==> src/rtl/perf_counter_pkg.sv <==
// Shared defaults and output-FSM state encoding for the event counter sampler.
package perf_counter_pkg;

  localparam int DEF_NUM_EVENTS    = 115;
  localparam int DEF_COUNTER_WIDTH = 7;
  localparam int DEF_WINDOW_WIDTH  = 16;

  // Snapshot holding register state: EMPTY has nothing for the consumer,
  // FULL presents a snapshot with out_valid high.
  typedef enum logic [0:0] {
    OUT_EMPTY = 1'b0,
    OUT_FULL  = 1'b1
  } out_state_e;

endpackage

==> src/rtl/event_counter_sampler_if.sv <==
// Snapshot output bus: valid/ready handshake plus the snapshot payload.
interface event_counter_sampler_if
  import perf_counter_pkg::*;
#(
  parameter int NUM_EVENTS    = DEF_NUM_EVENTS,
  parameter int COUNTER_WIDTH = DEF_COUNTER_WIDTH
);

  logic                                out_valid;
  logic                                out_ready;
  logic [NUM_EVENTS*COUNTER_WIDTH-1:0] snapshot_counters;
  logic [NUM_EVENTS-1:0]               snapshot_overflow;
  logic                                snapshot_lost;

  modport master (
    output out_valid,
    output snapshot_counters,
    output snapshot_overflow,
    output snapshot_lost,
    input  out_ready
  );

  modport slave (
    input  out_valid,
    input  snapshot_counters,
    input  snapshot_overflow,
    input  snapshot_lost,
    output out_ready
  );

endinterface

==> src/rtl/event_counter_cell.sv <==
// One channel's live counter with wrap/saturate behaviour and overflow flag.
// The post-increment value is exported so a capture can snapshot the count
// including the event of the capture cycle itself.
module event_counter_cell
  import perf_counter_pkg::*;
#(
  parameter int COUNTER_WIDTH = DEF_COUNTER_WIDTH
) (
  input  logic                     clk,
  input  logic                     rst_n,
  input  logic                     inc_i,
  input  logic                     saturate_mode_i,
  input  logic                     clear_i,
  output logic [COUNTER_WIDTH-1:0] count_next_o,
  output logic                     ovf_next_o
);

  logic [COUNTER_WIDTH-1:0] count_q, count_d, count_inc;
  logic                     ovf_q, ovf_d, ovf_inc;

  // Increment with wrap or saturate at all-ones; a capture clears the channel.
  always_comb begin
    count_inc = count_q;
    ovf_inc   = ovf_q;
    if (inc_i) begin
      if (&count_q) begin
        count_inc = saturate_mode_i ? count_q : '0;
        ovf_inc   = 1'b1;
      end else begin
        count_inc = count_q + COUNTER_WIDTH'(1);
      end
    end
    count_d = clear_i ? '0   : count_inc;
    ovf_d   = clear_i ? 1'b0 : ovf_inc;
  end

  assign count_next_o = count_inc;
  assign ovf_next_o   = ovf_inc;

  // Live counter state; reset holds the channel at zero and ignores events.
  always_ff @(posedge clk) begin
    if (!rst_n) begin
      count_q <= '0;
      ovf_q   <= 1'b0;
    end else begin
      count_q <= count_d;
      ovf_q   <= ovf_d;
    end
  end

endmodule

==> src/rtl/event_counter_sampler.sv <==
// Per-channel event counters sampled into a held snapshot either at the end
// of a programmable window or on a manual trigger, delivered over a
// valid/ready output with a sticky flag for dropped captures.
module event_counter_sampler
  import perf_counter_pkg::*;
#(
  parameter int NUM_EVENTS    = DEF_NUM_EVENTS,
  parameter int COUNTER_WIDTH = DEF_COUNTER_WIDTH,
  parameter int WINDOW_WIDTH  = DEF_WINDOW_WIDTH
) (
  input  logic                    clk,
  input  logic                    rst_n,
  input  logic [NUM_EVENTS-1:0]   performance_events,
  input  logic [NUM_EVENTS-1:0]   enable_mask,
  input  logic                    saturate_mode,
  input  logic [WINDOW_WIDTH-1:0] window_len,
  input  logic                    trigger,
  event_counter_sampler_if.master out_if
);

  localparam int SNAP_W = NUM_EVENTS * COUNTER_WIDTH;

  logic [SNAP_W-1:0]       live_next;
  logic [NUM_EVENTS-1:0]   live_ovf_next;
  logic [WINDOW_WIDTH-1:0] win_q, win_d, win_last;
  logic                    window_end, capture, load_snap, drop_snap;
  out_state_e              state_q, state_d;
  logic [SNAP_W-1:0]       snap_cnt_q, snap_cnt_d;
  logic [NUM_EVENTS-1:0]   snap_ovf_q, snap_ovf_d;
  logic                    lost_q, lost_d;

  // A zero window length never matches, which disables auto-capture.
  assign win_last   = window_len - WINDOW_WIDTH'(1);
  assign window_end = (window_len != '0) && (win_q == win_last);
  assign capture    = trigger | window_end;

  for (genvar i = 0; i < NUM_EVENTS; i++) begin : g_cell
    event_counter_cell #(
      .COUNTER_WIDTH (COUNTER_WIDTH)
    ) u_cell (
      .clk             (clk),
      .rst_n           (rst_n),
      .inc_i           (performance_events[i] & enable_mask[i]),
      .saturate_mode_i (saturate_mode),
      .clear_i         (capture),
      .count_next_o    (live_next[i*COUNTER_WIDTH +: COUNTER_WIDTH]),
      .ovf_next_o      (live_ovf_next[i])
    );
  end

  // Window counter: restart on capture, or silently when window_len shrank below it.
  always_comb begin
    win_d = win_q + WINDOW_WIDTH'(1);
    if (capture || (win_q >= window_len)) begin
      win_d = '0;
    end
  end

  // Output FSM and snapshot holding register next-state.
  always_comb begin
    load_snap  = capture && ((state_q == OUT_EMPTY) || out_if.out_ready);
    drop_snap  = capture && (state_q == OUT_FULL) && !out_if.out_ready;
    state_d    = state_q;
    snap_cnt_d = snap_cnt_q;
    snap_ovf_d = snap_ovf_q;
    lost_d     = lost_q | drop_snap;
    if (load_snap) begin
      state_d    = OUT_FULL;
      snap_cnt_d = live_next;
      snap_ovf_d = live_ovf_next;
    end else if ((state_q == OUT_FULL) && out_if.out_ready) begin
      state_d = OUT_EMPTY;
    end
  end

  // State registers; reset discards any pending snapshot and the lost flag.
  always_ff @(posedge clk) begin
    if (!rst_n) begin
      win_q      <= '0;
      state_q    <= OUT_EMPTY;
      snap_cnt_q <= '0;
      snap_ovf_q <= '0;
      lost_q     <= 1'b0;
    end else begin
      win_q      <= win_d;
      state_q    <= state_d;
      snap_cnt_q <= snap_cnt_d;
      snap_ovf_q <= snap_ovf_d;
      lost_q     <= lost_d;
    end
  end

  assign out_if.out_valid         = (state_q == OUT_FULL);
  assign out_if.snapshot_counters = snap_cnt_q;
  assign out_if.snapshot_overflow = snap_ovf_q;
  assign out_if.snapshot_lost     = lost_q;

endmodule

==> src/flat_wrapper.sv <==
// flat-port wrapper written by rule: the top's interface ports become plain ports
module event_counter_sampler_flat import perf_counter_pkg::*;
#(
  parameter int NUM_EVENTS    = DEF_NUM_EVENTS,
  parameter int COUNTER_WIDTH = DEF_COUNTER_WIDTH,
  parameter int WINDOW_WIDTH  = DEF_WINDOW_WIDTH
)
  (clk, rst_n, performance_events, enable_mask, saturate_mode, window_len, trigger, out_if_out_valid, out_if_snapshot_counters, out_if_snapshot_overflow, out_if_snapshot_lost, out_if_out_ready);
  event_counter_sampler_if #(.NUM_EVENTS(NUM_EVENTS), .COUNTER_WIDTH(COUNTER_WIDTH)) out_if_i ();
  input  logic clk;
  input  logic rst_n;
  input  logic [NUM_EVENTS-1:0] performance_events;
  input  logic [NUM_EVENTS-1:0] enable_mask;
  input  logic saturate_mode;
  input  logic [WINDOW_WIDTH-1:0] window_len;
  input  logic trigger;
  output wire logic [$bits(out_if_i.out_valid)-1:0] out_if_out_valid;
  output wire logic [$bits(out_if_i.snapshot_counters)-1:0] out_if_snapshot_counters;
  output wire logic [$bits(out_if_i.snapshot_overflow)-1:0] out_if_snapshot_overflow;
  output wire logic [$bits(out_if_i.snapshot_lost)-1:0] out_if_snapshot_lost;
  input wire logic [$bits(out_if_i.out_ready)-1:0] out_if_out_ready;
  assign out_if_out_valid = out_if_i.out_valid;
  assign out_if_snapshot_counters = out_if_i.snapshot_counters;
  assign out_if_snapshot_overflow = out_if_i.snapshot_overflow;
  assign out_if_snapshot_lost = out_if_i.snapshot_lost;
  assign out_if_i.out_ready = out_if_out_ready;
  event_counter_sampler #(.NUM_EVENTS(NUM_EVENTS), .COUNTER_WIDTH(COUNTER_WIDTH), .WINDOW_WIDTH(WINDOW_WIDTH)) u_core (.clk(clk), .rst_n(rst_n), .performance_events(performance_events), .enable_mask(enable_mask), .saturate_mode(saturate_mode), .window_len(window_len), .trigger(trigger), .out_if(out_if_i));
endmodule
==> config.mk <==
export PLATFORM = sky130hd
export DESIGN_NAME = event_counter_sampler_flat
export DESIGN_NICKNAME = d
export VERILOG_FILES = /design/src/rtl/perf_counter_pkg.sv /design/src/rtl/event_counter_sampler_if.sv /design/src/rtl/event_counter_cell.sv /design/src/rtl/event_counter_sampler.sv /design/src/flat_wrapper.sv
export SDC_FILE = /design/constraint.sdc
export NUM_CORES = 2
export LEC_CHECK = 0
export CAP_MARGIN = 20
export CORE_AREA = 5 5 457 459
export CTS_CLUSTER_DIAMETER = 120
export DETAILED_ROUTE_END_ITERATION = 10
export DIE_AREA = 0 0 462 464
export PLACE_DENSITY = 0.57
export SLEW_MARGIN = 20
export SYNTH_ARGS = -nofsm -noshare
export SYNTH_HDL_FRONTEND = slang
export SYNTH_SLANG_ARGS = --single-unit
==> constraint.sdc <==
create_clock -name clk -period 4.3 [get_ports clk]
set_input_delay 1.29 -clock clk [delete_from_list [all_inputs] [get_ports clk]]
set_output_delay 1.29 -clock clk [all_outputs]
set_load 0.05 [all_outputs]
==> out/results.ini <==
[setup_path]
reg2reg_to=u_core.out_if.snapshot_counters[489]$_SDFFE_PN0P_
critPathLaunchType=input port
rr_worst_depth=12
worstPathRequired_ns=5.02
critPathMaxFanout=14
reg2reg_slack_ns=1.38
end_kind=flip-flop
crit_arrival_ns=4.41
criticalPathCategory=input port to flip-flop
r2r_start=u_core.win_q[14]$_SDFF_PP0_

[yosys]
synthCells=9483
ys.flop_type=dfxtp_1
synthArstFlopShare_pct=0
yosys.area.top_type=dfxtp_1
yosysTopAreaCellShare_pct=48.4
synth_edf_count=0
synth_nets=9868
synth.area.top_cells=dfxtp_1, nand3_1, nor2_1
synth_cell_types=60
synth-seq-cells=1858
synth.avg_cell_area_um2=8.11
synth.cell_area_mm2=0.0769
yosysWarnings=0
synth.yosys.seq_area_share_pct=48.4

[global_route]
grt_usage_pct=25.4
overflow=0
grt_pass1_wl_um=424000
grt_antenna_before_repair=75
grt_max_degree=170
grt_pass1_vias=68820

[pwr]
p_per_area_mw_per_mm2=384
p_leak_nw=34.4
ir_worst_vdd_uv=407
finalPower_mw=38.4

[route]
drc=0
vias=73795
postRouteAntennaNets=0
first_pass_iters=6
wire_per_inst_um=21.1
first_iter_violations=5931
wl_um=285000
vias_per_cell=5.47

[clocking]
cts-root-buf=clkbuf_16
cts_tree=built
htreeDepth=4
cts_resized=0
worstSkewPairLatency_ns=0.88
cts-buffers-inserted=204
cts.sinks=1858
clk_path_buf_depth=3
cts_setup_buffers=0
path_clk_slew_ns=0.06
postCtsHoldBufs=0

[worst_hold_path]
holdCritPathClass=flip-flop to flip-flop
worst_hold_path.endpoint=u_core.g_cell[4].u_cell.ovf_q$_SDFF_PP0_
min_path_cells=2
hp-start=u_core.g_cell[4].u_cell.ovf_q$_SDFF_PP0_

[timing]
drv_slew=0
setup_viol=0
slew_headroom_pct=41.2
fin_crit_sh_pct=85.8
clock.fmax_mhz=271
rsz0062_at_grt=false
fin_skew_ns=0.0590
finalHoldViolCount=0
worst_pin_slew_ns=0.879
min_period_ns=3.69

[cells_and_area]
multi_input_area_mm2=0.0368
synthToLayoutAreaGrowth_pct=30.0
drive_gt1_share_pct=7.96
mostFrequentLayoutCell=dfxtp_1
finalNonFillerCells=13501
layout_common_cells=dfxtp_1, nor2_1, nand3_1
area.sequential_mm2=0.0372
fillers=19651
layout.nets=10981

[job]
drv_cap=0

[placed_design]
portBuffers=1172
gp_congestion=0.911
dp_hpwl_um=215000
dp.cells=13078

[status]
status=finished clean

[die]
core-area_mm2=0.204
rows=166
initial_core_util_pct=37.7
fp.dieH_um=464
fp.dieArea_mm2=0.214
num_io_pins=1173
die_w_um=462

how the worst max path moves through the flow:
stage                                                                    to  slack (ns)  cells past startpoint                                             start
final                     u_core.out_if.snapshot_counters[489]$_SDFFE_PN0P_        0.61                     15                                     window_len[0]
after CTS                                      out_if_snapshot_counters[18]        0.58                      1  u_core.out_if.snapshot_counters[18]$_SDFFE_PN0P_
after global placement    u_core.out_if.snapshot_counters[489]$_SDFFE_PN0P_       -0.19                     15                                     window_len[0]
after detailed placement  u_core.out_if.snapshot_counters[528]$_SDFFE_PN0P_       -0.25                     13                                     window_len[3]
after floorplan           u_core.out_if.snapshot_counters[795]$_SDFFE_PN0P_        0.49                     14                                     window_len[1]
after global routing      u_core.out_if.snapshot_counters[468]$_SDFFE_PN0P_        0.46                     15                                     window_len[1]
stage by stage:
step | setup WS [ns] | hold slack [ns] | util, % | setup TNS (ns) | instance area (um2)
floorplan | 0.491 | 0.424 | - | 0 | 76900
global placement | -0.193 | 0.441 | 45.5 | -61.47 | 92700
detailed placement | -0.249 | 0.448 | 45.5 | -135.18 | 92700
CTS | 0.576 | 0.455 | 49.0 | 0 | 99900
global route | 0.456 | 0.473 | 49.0 | 0 | 100000
finish | 0.611 | 0.455 | 49.0 | 0 | 100000
area by class of cell:
class | count | area share, %
timing repair buffer | 1450 | 14.9
multi-input combinational | 6962 | 36.8
sequential | 1858 | 37.2
clock buffer | 291 | 5.94
antenna | 45 | 0.113
inverter | 120 | 0.465
clock inverter | 87 | 1.22
tap | 2688 | 3.36
flip-flops by register name, summed over array words and instances, names as in the netlist:
signal and cells:
u_core.win_q 16, u_core.g_cell.u_cell.ovf_q 115, u_core.out_if.snapshot_lost 1, u_core.out_if.out_valid 1, u_core.out_if.snapshot_counters 805, u_core.out_if.snapshot_overflow 115
u_core.g_cell.u_cell.count_q 805
worst max-delay path: stages:
cell and delay [ns]:
clkdlybuf4s50_1 0.44, inv_1 0.09, ha_1 0.29, nor3b_1 0.28, xnor2_1 0.15, o211ai_1 0.13
a2111oi_2 0.43, buf_4 0.20, a32oi_4 0.21, buf_4 0.23, buf_12 0.15, buf_12 0.17
buf_12 0.14, nand3_1 0.07, o21ai_0 0.10
cell usage after synthesis, drive strengths merged, types with 5 or more instances:
cell and n:
nand3 1291, a31oi 113, and2 117, ha 134, o21ai 1400, and4 5, inv 120, nor2 1450
buf 329, mux2 119, a211oi 11, nor4 11, xnor2 27, nor4b 9, and3 34, a21o 68
or3 11, mux2i 6, nand2 687, nor3 349, nand4 213, xor2 10, a21oi 258, clkbuf 214
o31ai 26, a22o 115, o211ai 163, nor2b 7, a41o 6, a31o 7, nand3b 94, nor3b 6
dfxtp 1858, o2bb2ai 96, or2 96
power breakdown:
group          switching (mW)  internal (mW)
registers              0.0929           17.3
logic                    1.63          0.858
clock network            7.54           11.0
total                    9.26           29.2
routing by layer:
metal	global-route usage, %	vias up	wire length, um
li1	-	36306	-
met1	31.2	34654	119000
met2	40.8	2308	128000
met3	7.03	499	22700
met4	12.3	28	14100
met5	0	-	179
cells by family (layout without fill, tap and decap cells):
family                     count (synthesis)  count (layout)  share of synthesized area [%]
xor gates and xnor gates                  37              37                          0.421
adders and majority gates                134             134                           2.18
muxes                                    125             125                           1.82
other                                      0              45                              0
buffers and inverters                    663            1948                           3.77
and+or+nand+nor                         4385            4385                           26.3
AOI/OAI and AO/OA                       2281            2281                           17.1
DFF                                     1858            1858                           48.4
(Power assumes the default switching activity.)
